**config.mk**
```make
export PLATFORM = sky130hd
export DESIGN_NAME = layer_write_scheduler
export DESIGN_NICKNAME = d
export VERILOG_FILES = /design/src/rtl/layer_write_scheduler.sv
export SDC_FILE = /design/constraint.sdc
export NUM_CORES = 1
export LEC_CHECK = 0
export ABC_AREA = 1
export BUFFER_PORTS_ARGS = -buffer_cell sky130_fd_sc_hd__buf_2
export CAP_MARGIN = 5
export CORE_UTILIZATION = 40
export DETAILED_ROUTE_END_ITERATION = 16
export SLEW_MARGIN = 20
export SYNTH_ARGS = -nofsm -noshare
export SYNTH_HDL_FRONTEND = slang
export SYNTH_SLANG_ARGS = --single-unit
```
**constraint.sdc**
```tcl
create_clock -name Clk50 -period 6.7 [get_ports Clk50]
set_input_delay 0.67 -clock Clk50 [delete_from_list [all_inputs] [get_ports Clk50]]
set_output_delay 0.67 -clock Clk50 [all_outputs]
set_load 0.01 [all_outputs]
```
**src/rtl/layer_write_scheduler.sv**
```systemverilog
// Per-row layer write scheduler: issues the layer-1 background pass, then up to three clipped
// sprite spans, through a ROM_LAT-deep write delay line. SCHED_OVERRUN_CNT_EN adds overrun_count.
module layer_write_scheduler #(
   parameter int H_ACTIVE = 640,
   parameter int V_ACTIVE = 480,
   parameter int ROM_LAT  = 1
) (
   input  logic        Clk50,
   input  logic        Reset,
   input  logic        row_start,
   input  logic [9:0]  row_y,
   input  logic [2:0]  span_req,
   input  logic [29:0] span_x0,
   input  logic [29:0] span_w,
   output logic [9:0]  issue_X,
   output logic [9:0]  issue_Y,
   output logic [2:0]  issue_layer,
   output logic [9:0]  write_X,
   output logic [9:0]  write_Y,
   output logic [2:0]  write_which_layer,
   output logic        buffer_select,
   output logic        busy,
   output logic [2:0]  span_ack,
   output logic        overrun
`ifdef SCHED_OVERRUN_CNT_EN
   ,output logic [7:0]  overrun_count
`endif
);

   typedef enum logic [2:0] {S_IDLE, S_L1, S_ARB, S_SPAN, S_DRAIN} state_e;

   typedef struct packed {
      logic [9:0] x;
      logic [9:0] y;
      logic [2:0] layer;
   } wr_ent_t;

   localparam logic [9:0]  X_LAST   = 10'(H_ACTIVE - 1);
   localparam logic [10:0] H_W      = 11'(H_ACTIVE);
   localparam logic [10:0] V_W      = 11'(V_ACTIVE);
   localparam logic [1:0]  DRN_LAST = 2'(ROM_LAT - 1);

   state_e           state_q, state_d;
   logic [9:0]       x_q, x_d;
   logic [10:0]      end_q, end_d;
   logic [1:0]       sel_q, sel_d;
   logic [9:0]       y_q, y_d;
   logic [2:0]       pend_q, pend_d;
   logic [2:0][9:0]  x0_q, x0_d;
   logic [2:0][9:0]  w_q, w_d;
   logic             bsel_q, bsel_d;
   logic [1:0]       drn_q, drn_d;
   wr_ent_t [ROM_LAT-1:0] pipe_q;

   logic        accept;
   logic [1:0]  arb_sel;
   logic [9:0]  arb_x0, arb_w;
   logic [10:0] arb_sum, arb_end;
   logic        arb_skip;

   assign accept        = row_start && ({1'b0, row_y} < V_W);
   assign busy          = (state_q != S_IDLE);
   assign overrun       = accept && busy;
   assign issue_Y       = busy ? y_q : 10'd0;
   assign buffer_select = bsel_q;

   // Lowest pending layer wins; the 11-bit sum cannot wrap before clipping.
   always_comb begin
      arb_sel  = pend_q[0] ? 2'd0 : (pend_q[1] ? 2'd1 : 2'd2);
      arb_x0   = x0_q[arb_sel];
      arb_w    = w_q[arb_sel];
      arb_sum  = {1'b0, arb_x0} + {1'b0, arb_w};
      arb_skip = (arb_w == 10'd0) || ({1'b0, arb_x0} >= H_W);
      arb_end  = (arb_sum > H_W) ? H_W : arb_sum;
   end

   always_comb begin
      state_d     = state_q;
      x_d         = x_q;
      end_d       = end_q;
      sel_d       = sel_q;
      y_d         = y_q;
      pend_d      = pend_q;
      x0_d        = x0_q;
      w_d         = w_q;
      bsel_d      = bsel_q;
      drn_d       = drn_q;
      span_ack    = 3'b000;
      issue_layer = 3'b000;
      issue_X     = 10'd0;
      case (state_q)
         S_L1: begin
            issue_layer = 3'b001;
            issue_X     = x_q;
            if (x_q == X_LAST) begin
               state_d = S_ARB;
               x_d     = 10'd0;
            end else begin
               x_d = x_q + 10'd1;
            end
         end
         S_ARB: begin
            if (pend_q == 3'b000) begin
               state_d = S_DRAIN;
               drn_d   = DRN_LAST;
            end else if (arb_skip) begin
               span_ack[arb_sel] = 1'b1;
               pend_d[arb_sel]   = 1'b0;
            end else begin
               state_d = S_SPAN;
               sel_d   = arb_sel;
               x_d     = arb_x0;
               end_d   = arb_end;
            end
         end
         S_SPAN: begin
            issue_layer = 3'd2 + {1'b0, sel_q};
            issue_X     = x_q;
            if ({1'b0, x_q} + 11'd1 == end_q) begin
               span_ack[sel_q] = 1'b1;
               pend_d[sel_q]   = 1'b0;
               state_d         = S_ARB;
               x_d             = 10'd0;
            end else begin
               x_d = x_q + 10'd1;
            end
         end
         S_DRAIN: begin
            if (drn_q == 2'd0) state_d = S_IDLE;
            else               drn_d   = drn_q - 2'd1;
         end
         default: ;
      endcase
      // A new row pre-empts everything; dropped spans never ack.
      if (accept) begin
         state_d  = S_L1;
         x_d      = 10'd0;
         y_d      = row_y;
         pend_d   = span_req;
         x0_d     = span_x0;
         w_d      = span_w;
         bsel_d   = row_y[0];
         span_ack = 3'b000;
      end
   end

   always_ff @(posedge Clk50 or posedge Reset) begin
      if (Reset) begin
         state_q <= S_IDLE;
         x_q     <= '0;
         end_q   <= '0;
         sel_q   <= '0;
         y_q     <= '0;
         pend_q  <= '0;
         x0_q    <= '0;
         w_q     <= '0;
         bsel_q  <= 1'b0;
         drn_q   <= '0;
      end else begin
         state_q <= state_d;
         x_q     <= x_d;
         end_q   <= end_d;
         sel_q   <= sel_d;
         y_q     <= y_d;
         pend_q  <= pend_d;
         x0_q    <= x0_d;
         w_q     <= w_d;
         bsel_q  <= bsel_d;
         drn_q   <= drn_d;
      end
   end

   always_ff @(posedge Clk50 or posedge Reset) begin
      if (Reset) begin
         pipe_q <= '0;
      end else begin
         pipe_q[0] <= '{x: issue_X, y: issue_Y, layer: issue_layer};
         for (int i = 1; i < ROM_LAT; i++) pipe_q[i] <= pipe_q[i-1];
      end
   end

   assign write_X           = pipe_q[ROM_LAT-1].x;
   assign write_Y           = pipe_q[ROM_LAT-1].y;
   assign write_which_layer = pipe_q[ROM_LAT-1].layer;

`ifdef SCHED_OVERRUN_CNT_EN
   logic [7:0] ovr_cnt_q;
   always_ff @(posedge Clk50 or posedge Reset) begin
      if (Reset)                             ovr_cnt_q <= 8'd0;
      else if (overrun && ovr_cnt_q != 8'hFF) ovr_cnt_q <= ovr_cnt_q + 8'd1;
   end
   assign overrun_count = ovr_cnt_q;
`endif

endmodule

```
==> impl_metrics.json, run 1 <==
{
  "status": "finished clean",
  "power.total_mw": 4.03,
  "rsz0062_at_grt": "no",
  "cp.arrival_ns": 3.31,
  "cp-startpoint": "pend_q[0]",
  "r2r_start": "pend_q[0]",
  "ys_top_cells_by_area": "dfrtp_1 (47%), nand2_1 (19%), inv_1 (6.8%)",
  "path_cells": "nor2_2 -> buf_4 -> inv_2 -> nor2_1 -> nor3_1 -> nand2_1 -> nor2_1 -> nand3_2 -> nand2_4 -> nand3_1 -> a21oi_1 -> buf_2",
  "avgSynthCellArea_um2": 7.31,
  "synth_top_area_cell": "dfrtp_1",
  "synthArstFlopShare_pct": 100,
  "syn_to_final_growth_pct": 21.7,
  "hold_viol": 0,
  "grt_pass1_vias": 5668,
  "place_congestion": 0.886,
  "n_antenna_cell": 0,
  "tns_ns": 0,
  "crit_path_end": "span_ack[0]",
  "cts_root_buf": "clkbuf_16",
  "dieWidth_um": 130,
  "drv_cap": 0,
  "final_area_um2": 8040,
  "ys.flop_type": "dfrtp_1",
  "totalWireLength_um": 17300,
  "io_pins": 128,
  "clock_sinks": 124,
  "layout-drive-gt1-share_pct": 18.6,
  "slew_viol_final": 0,
  "fp.dieH_um": 130,
  "nFillCells": 1634,
  "drc_errors": 0,
  "synthesis.area_um2": 6600,
  "worstHoldPathType": "in2async",
  "crit_top_cell": "nor2_1",
  "synth_seq_cells": 124,
  "drt_iter0_drc": 430,
  "worst_setup_path_end_kind": "output pin",
  "cts_buffers": 17,
  "grt_pass1_wl_um": 28600,
  "slew_headroom_pct": 30.1,
  "worstMarginPinSlew_ns": 1.04,
  "timing.fmax_mhz": 251,
  "place_area_um2": 7410,
  "required_ns": 6.03,
  "critPathTopFamily": "flip-flops",
  "gr-usage-all-layers_pct": 22.1,
  "power_leakage_nw": 4.48,
  "crit_slowest_cell": "dfrtp_1",
  "cts_resized": 0,
  "grt_max_degree": 75,
  "critPathMaxFanout": 24,
  "seq_area_frac_synth_pct": 47.0,
  "synth_edf_count": 0,
  "synth_top_cell_area_share_pct": 47.0,
  "setup_viol": 0,
  "ant_nets": 0,
  "initial_core_util_pct": 41.3,
  "syn-num-nets": 992,
  "crit_cells": 12,
  "routed_via_density": 4.73,
  "placementRows": 46,
  "synth_common_cells": "nand2_1 (333), dfrtp_1 (124), inv_1 (119), nor2_1 (79)",
  "worst-setup-path-type": "reg2out",
  "clkTransAtPathRegs_ns": 0.06,
  "antenna_found_initial": 0,
  "timing.rr.end": "end_q[4]",
  "synthesis.instances": 904,
  "firstDrtPassIters": 5,
  "vias": 5940,
  "dp_hpwl_um": 12600,
  "path_buf_inv": 3,
  "insertion_delay_ns": 0.43,
  "min_period_ns": 3.98,
  "post_cts_buffers": 0,
  "regToRegSetupSlack_ns": 2.98,
  "yosys_warnings": 0,
  "synth.most_common_cell": "nand2_1",
  "port_buffers": 127,
  "grt-ovfl-total": 0,
  "tritoncts": "built",
  "fin_nets": 1114,
  "fin_skew_ns": 0.00608,
  "wl_per_cell_um": 13.8,
  "vdd_drop_max_mv": 0.221,
  "fin_crit_sh_pct": 59.4,
  "start_kind": "flip-flop",
  "hold_buffers": 0,
  "die_area_um2": 17000,
  "clockBufferDepth": 2,
  "core_um2": 16000,
  "htree_levels": 4,
  "p_per_area_nw_per_um2": 502,
  "reg2reg_depth": 19,
  "ys_types": 41,
  "cpPeakStageDelay_ns": 0.99
}
## layout by cell type, fill, tap and decap left out, types with 8 or more instances in the layout
| master | instances |
|---|---|
| inv_1 | 118 |
| nand4_1 | 8 |
| nor2_1 | 79 |
| clkbuf_16 | 17 |
| dfrtp_1 | 124 |
| nand2_1 | 333 |
| ha_1 | 11 |
| a21oi_1 | 37 |
| o21ai_0 | 51 |
| buf_2 | 127 |
| nand3_1 | 51 |
## final cells by class
cell class	instances	area, um2	share of cell area, %
multi-input combinational	627	2890	36.0
clock inverter	15	200	2.49
clock buffer	17	425	5.29
tap	216	270	3.36
sequential	124	3100	38.6
timing repair buffer	132	673	8.38
inverter	124	469	5.84
## logic make-up (layout without fill, tap and decap cells)
logic type	count (synthesis)	count (layout)	synth area share [%]
adders and majority gates	12	12	2.39
xor gates and xnor gates	7	7	0.928
and+or+nand+nor	502	502	31.6
AOI/OAI and AO/OA	106	106	8.90
DFF	124	124	47.0
buffers and inverters	153	288	9.19
## metrics by stage
| step | utilization [%] | setup slack [ns] | hold slack, ns | cells |
|---|---|---|---|---|
| after global routing | 50.2 | 2.47 | 0.381 | 1255 |
| after detailed placement | 46.3 | 3.02 | 0.466 | 1223 |
| after CTS | 50.2 | 2.74 | 0.355 | 1255 |
| after global placement | 46.3 | 3.10 | 0.463 | 1223 |
| after floorplan | - | 2.73 | 0.441 | 904 |
| final | 50.2 | 2.72 | 0.314 | 1255 |
## power by group
part           switching (mW)  leakage, nW  internal [mW]
logic                    1.35         2.61          0.657
registers               0.125         1.57          0.918
clock network           0.381        0.301          0.599
total                    1.86         4.48           2.17
## worst min-delay path by stage
stage                     cells past startpoint     start                    to
after global routing                          2     Reset  write_which_layer[0]
after global placement                        2  x0_q[26]              x0_q[26]
after detailed placement                      2    w_q[0]                w_q[0]
after CTS                                     2     Reset  write_which_layer[2]
after floorplan                               2   w_q[14]               w_q[14]
final                                         2     Reset  write_which_layer[2]
## sequential cells by signal, summed over array words and instances, names as in the netlist, 10 cells and up
name and flops:
write_Y 10, x_q 10, end_q 11, y_q 10, w_q 30, write_X 10, x0_q 30
## routing by layer
layer	vias to the layer above	track usage, %	part of all wire [%]
li1	3062	-	-
met4	0	7.98	2.2
met2	155	34.9	45
met3	30	4.89	4.3
met1	2693	29.9	48
met5	-	0	0
(Power assumes the default switching activity.)
==> run 2, diff against run 1 <==
==> constraint.sdc (replaced) <==
create_clock -name Clk50 -period 3.85 [get_ports Clk50]
set_input_delay 0.385 -clock Clk50 [delete_from_list [all_inputs] [get_ports Clk50]]
set_output_delay 0.385 -clock Clk50 [all_outputs]
set_load 0.01 [all_outputs]
==> impl_metrics.json, run 2 (same netlist as run 1, synthesis figures left out) <==
{
  "hold_slack_ns": 0.0219,
  "dp_cells": 1226,
  "grt.met2_usage_pct": 35.4,
  "place_area_um2": 7440,
  "place_congestion": 0.903,
  "final_area_um2": 8050,
  "final_common_cell": "nand2_1",
  "fin_nets": 1117,
  "grt-ovfl-total": 0,
  "dieWidth_um": 130,
  "die_area_um2": 17000,
  "syn_to_final_growth_pct": 21.8,
  "start_kind": "flip-flop",
  "vdd_drop_max_mv": 0.422,
  "setup_viol": 0,
  "tritoncts": "built",
  "drc_errors": 0,
  "min_period_ns": 3.15,
  "drt_iter0_drc": 464,
  "fin_crit_sh_pct": 81.9,
  "hold_buffers": 0,
  "layout-drive-gt1-share_pct": 18.8,
  "top_usage_layer": "met2",
  "totalWireLength_um": 17300,
  "grt_pass1_wl_um": 28900,
  "grt_pass1_vias": 5699,
  "ant_nets": 0,
  "required_ns": 3.46,
  "n_antenna_cell": 0,
  "slew_viol_final": 0,
  "worstHoldPathType": "in2async",
  "dpl_worst_slack_ns": 0.759,
  "post_cts_buffers": 0,
  "fin_skew_ns": 0.00846,
  "clockBufferDepth": 2,
  "core_um2": 16000,
  "grtUsageMet1_pct": 30.6,
  "power.total_mw": 6.95,
  "mostFrequentLayoutCells": "nand2_1 (333), buf_2 (127), dfrtp_1 (124)",
  "status": "finished clean",
  "cp.arrival_ns": 2.77,
  "firstDrtPassIters": 5,
  "cts_buffers": 17,
  "cpPeakStageDelay_ns": 0.57,
  "fp.dieH_um": 130,
  "cts_root_buf": "clkbuf_16",
  "dp_hpwl_um": 12900,
  "power_leakage_nw": 4.49,
  "grt_max_degree": 82,
  "clkTransAtPathRegs_ns": 0.06,
  "clock_sinks": 124,
  "port_buffers": 127,
  "tns_ns": 0,
  "nFillCells": 1621,
  "placementRows": 46,
  "htree_levels": 4,
  "io_pins": 128,
  "crit_slowest_cell": "dfrtp_1",
  "worst-setup-path-type": "reg2out",
  "rsz0062_at_grt": "no",
  "cts_resized": 0,
  "initial_core_util_pct": 41.3,
  "vias": 5974,
  "wl_per_cell_um": 13.7,
  "drv_cap": 0,
  "gr-usage-all-layers_pct": 22.1,
  "top_regs": "w_q x30, x0_q x30, end_q x11",
  "slew_headroom_pct": 42.9,
  "timing.fmax_mhz": 317,
  "routed_via_density": 4.75,
  "antenna_found_initial": 0,
  "fin_util_pct": 50.3,
  "fin_cells": 1258,
  "p_per_area_nw_per_um2": 863,
  "critPathMaxFanout": 15,
  "worstMarginPinSlew_ns": 0.853,
  "fin_ws_ns": 0.697,
  "hold_viol": 0,
  "worst_setup_path_end_kind": "output pin",
  "insertion_delay_ns": 0.42,
  "path_cells": "buf_4 -> nor2_4 -> nand2_1 -> nand3_1 -> nand2_1 -> nor2_1 -> nand3_2 -> nand2_4 -> nand3_1 -> a21oi_1 -> buf_2",
  "grt_util_met3_pct": 3.54
}
==> run 2: cell count changes in the layout (fill, tap and decap cells not counted), sizes merged <==
cell / delta
clkinv: +4
buf: +3
inv: -5
clkbuf: +3
clkinvlp: -1
bufinv: -1
==> run 2: cell type report <==
| class | instances | area (um2) | area share, % |
|---|---|---|---|
| Clock buffer | 20 | 467 | 5.80 |
| Clock inverter | 12 | 135 | 1.68 |
| Inverter | 124 | 469 | 5.83 |
| Multi-Input combinational cell | 627 | 2890 | 36.0 |
| Sequential cell | 124 | 3100 | 38.6 |
| Tap cell | 216 | 270 | 3.36 |
| Timing Repair Buffer | 135 | 708 | 8.80 |
==> run 2: worst paths after layout <==
| check | endpoint | slack (ns) | cells past startpoint | start |
|---|---|---|---|---|
| setup / recovery | span_ack[0] | 0.70 | 11 | pend_q[0] |
| hold / removal | write_which_layer[2] | 0.02 | 2 | Reset |
| setup reg to reg | end_q[7] | 0.73 | 14 | pend_q[0] |
| hold reg to reg | x0_q[29] | 0.48 | 2 | x0_q[29] |
| max in group asynchronous | x0_q[20] | 3.00 | 3 | Reset |
| min in group Clk50 | w_q[8] | 0.15 | 3 | span_w[8] |
==> run 2: layer usage <==
layer,wire (um),vias to the layer above
met5,0,-
met4,290,0
met3,790,22
met2,7900,183
met1,8300,2696
li1,-,3073
==> run 2: power by group <==
part	leakage (nW)	switching (mW)	total (mW)	internal (mW)
sequential	1.57	0.197	1.80	1.60
clock	0.297	0.607	1.62	1.01
combinational	2.63	2.37	3.53	1.16
==> run 2: worst max-delay path, delay by kind of cell (launching register included) <==
family,cells,cell delay [ns]
AND/OR/NAND/NOR,8,1.02
flip-flops,1,0.57
buffers and inverters,2,0.48
AO/OA/AOI/OAI,1,0.27
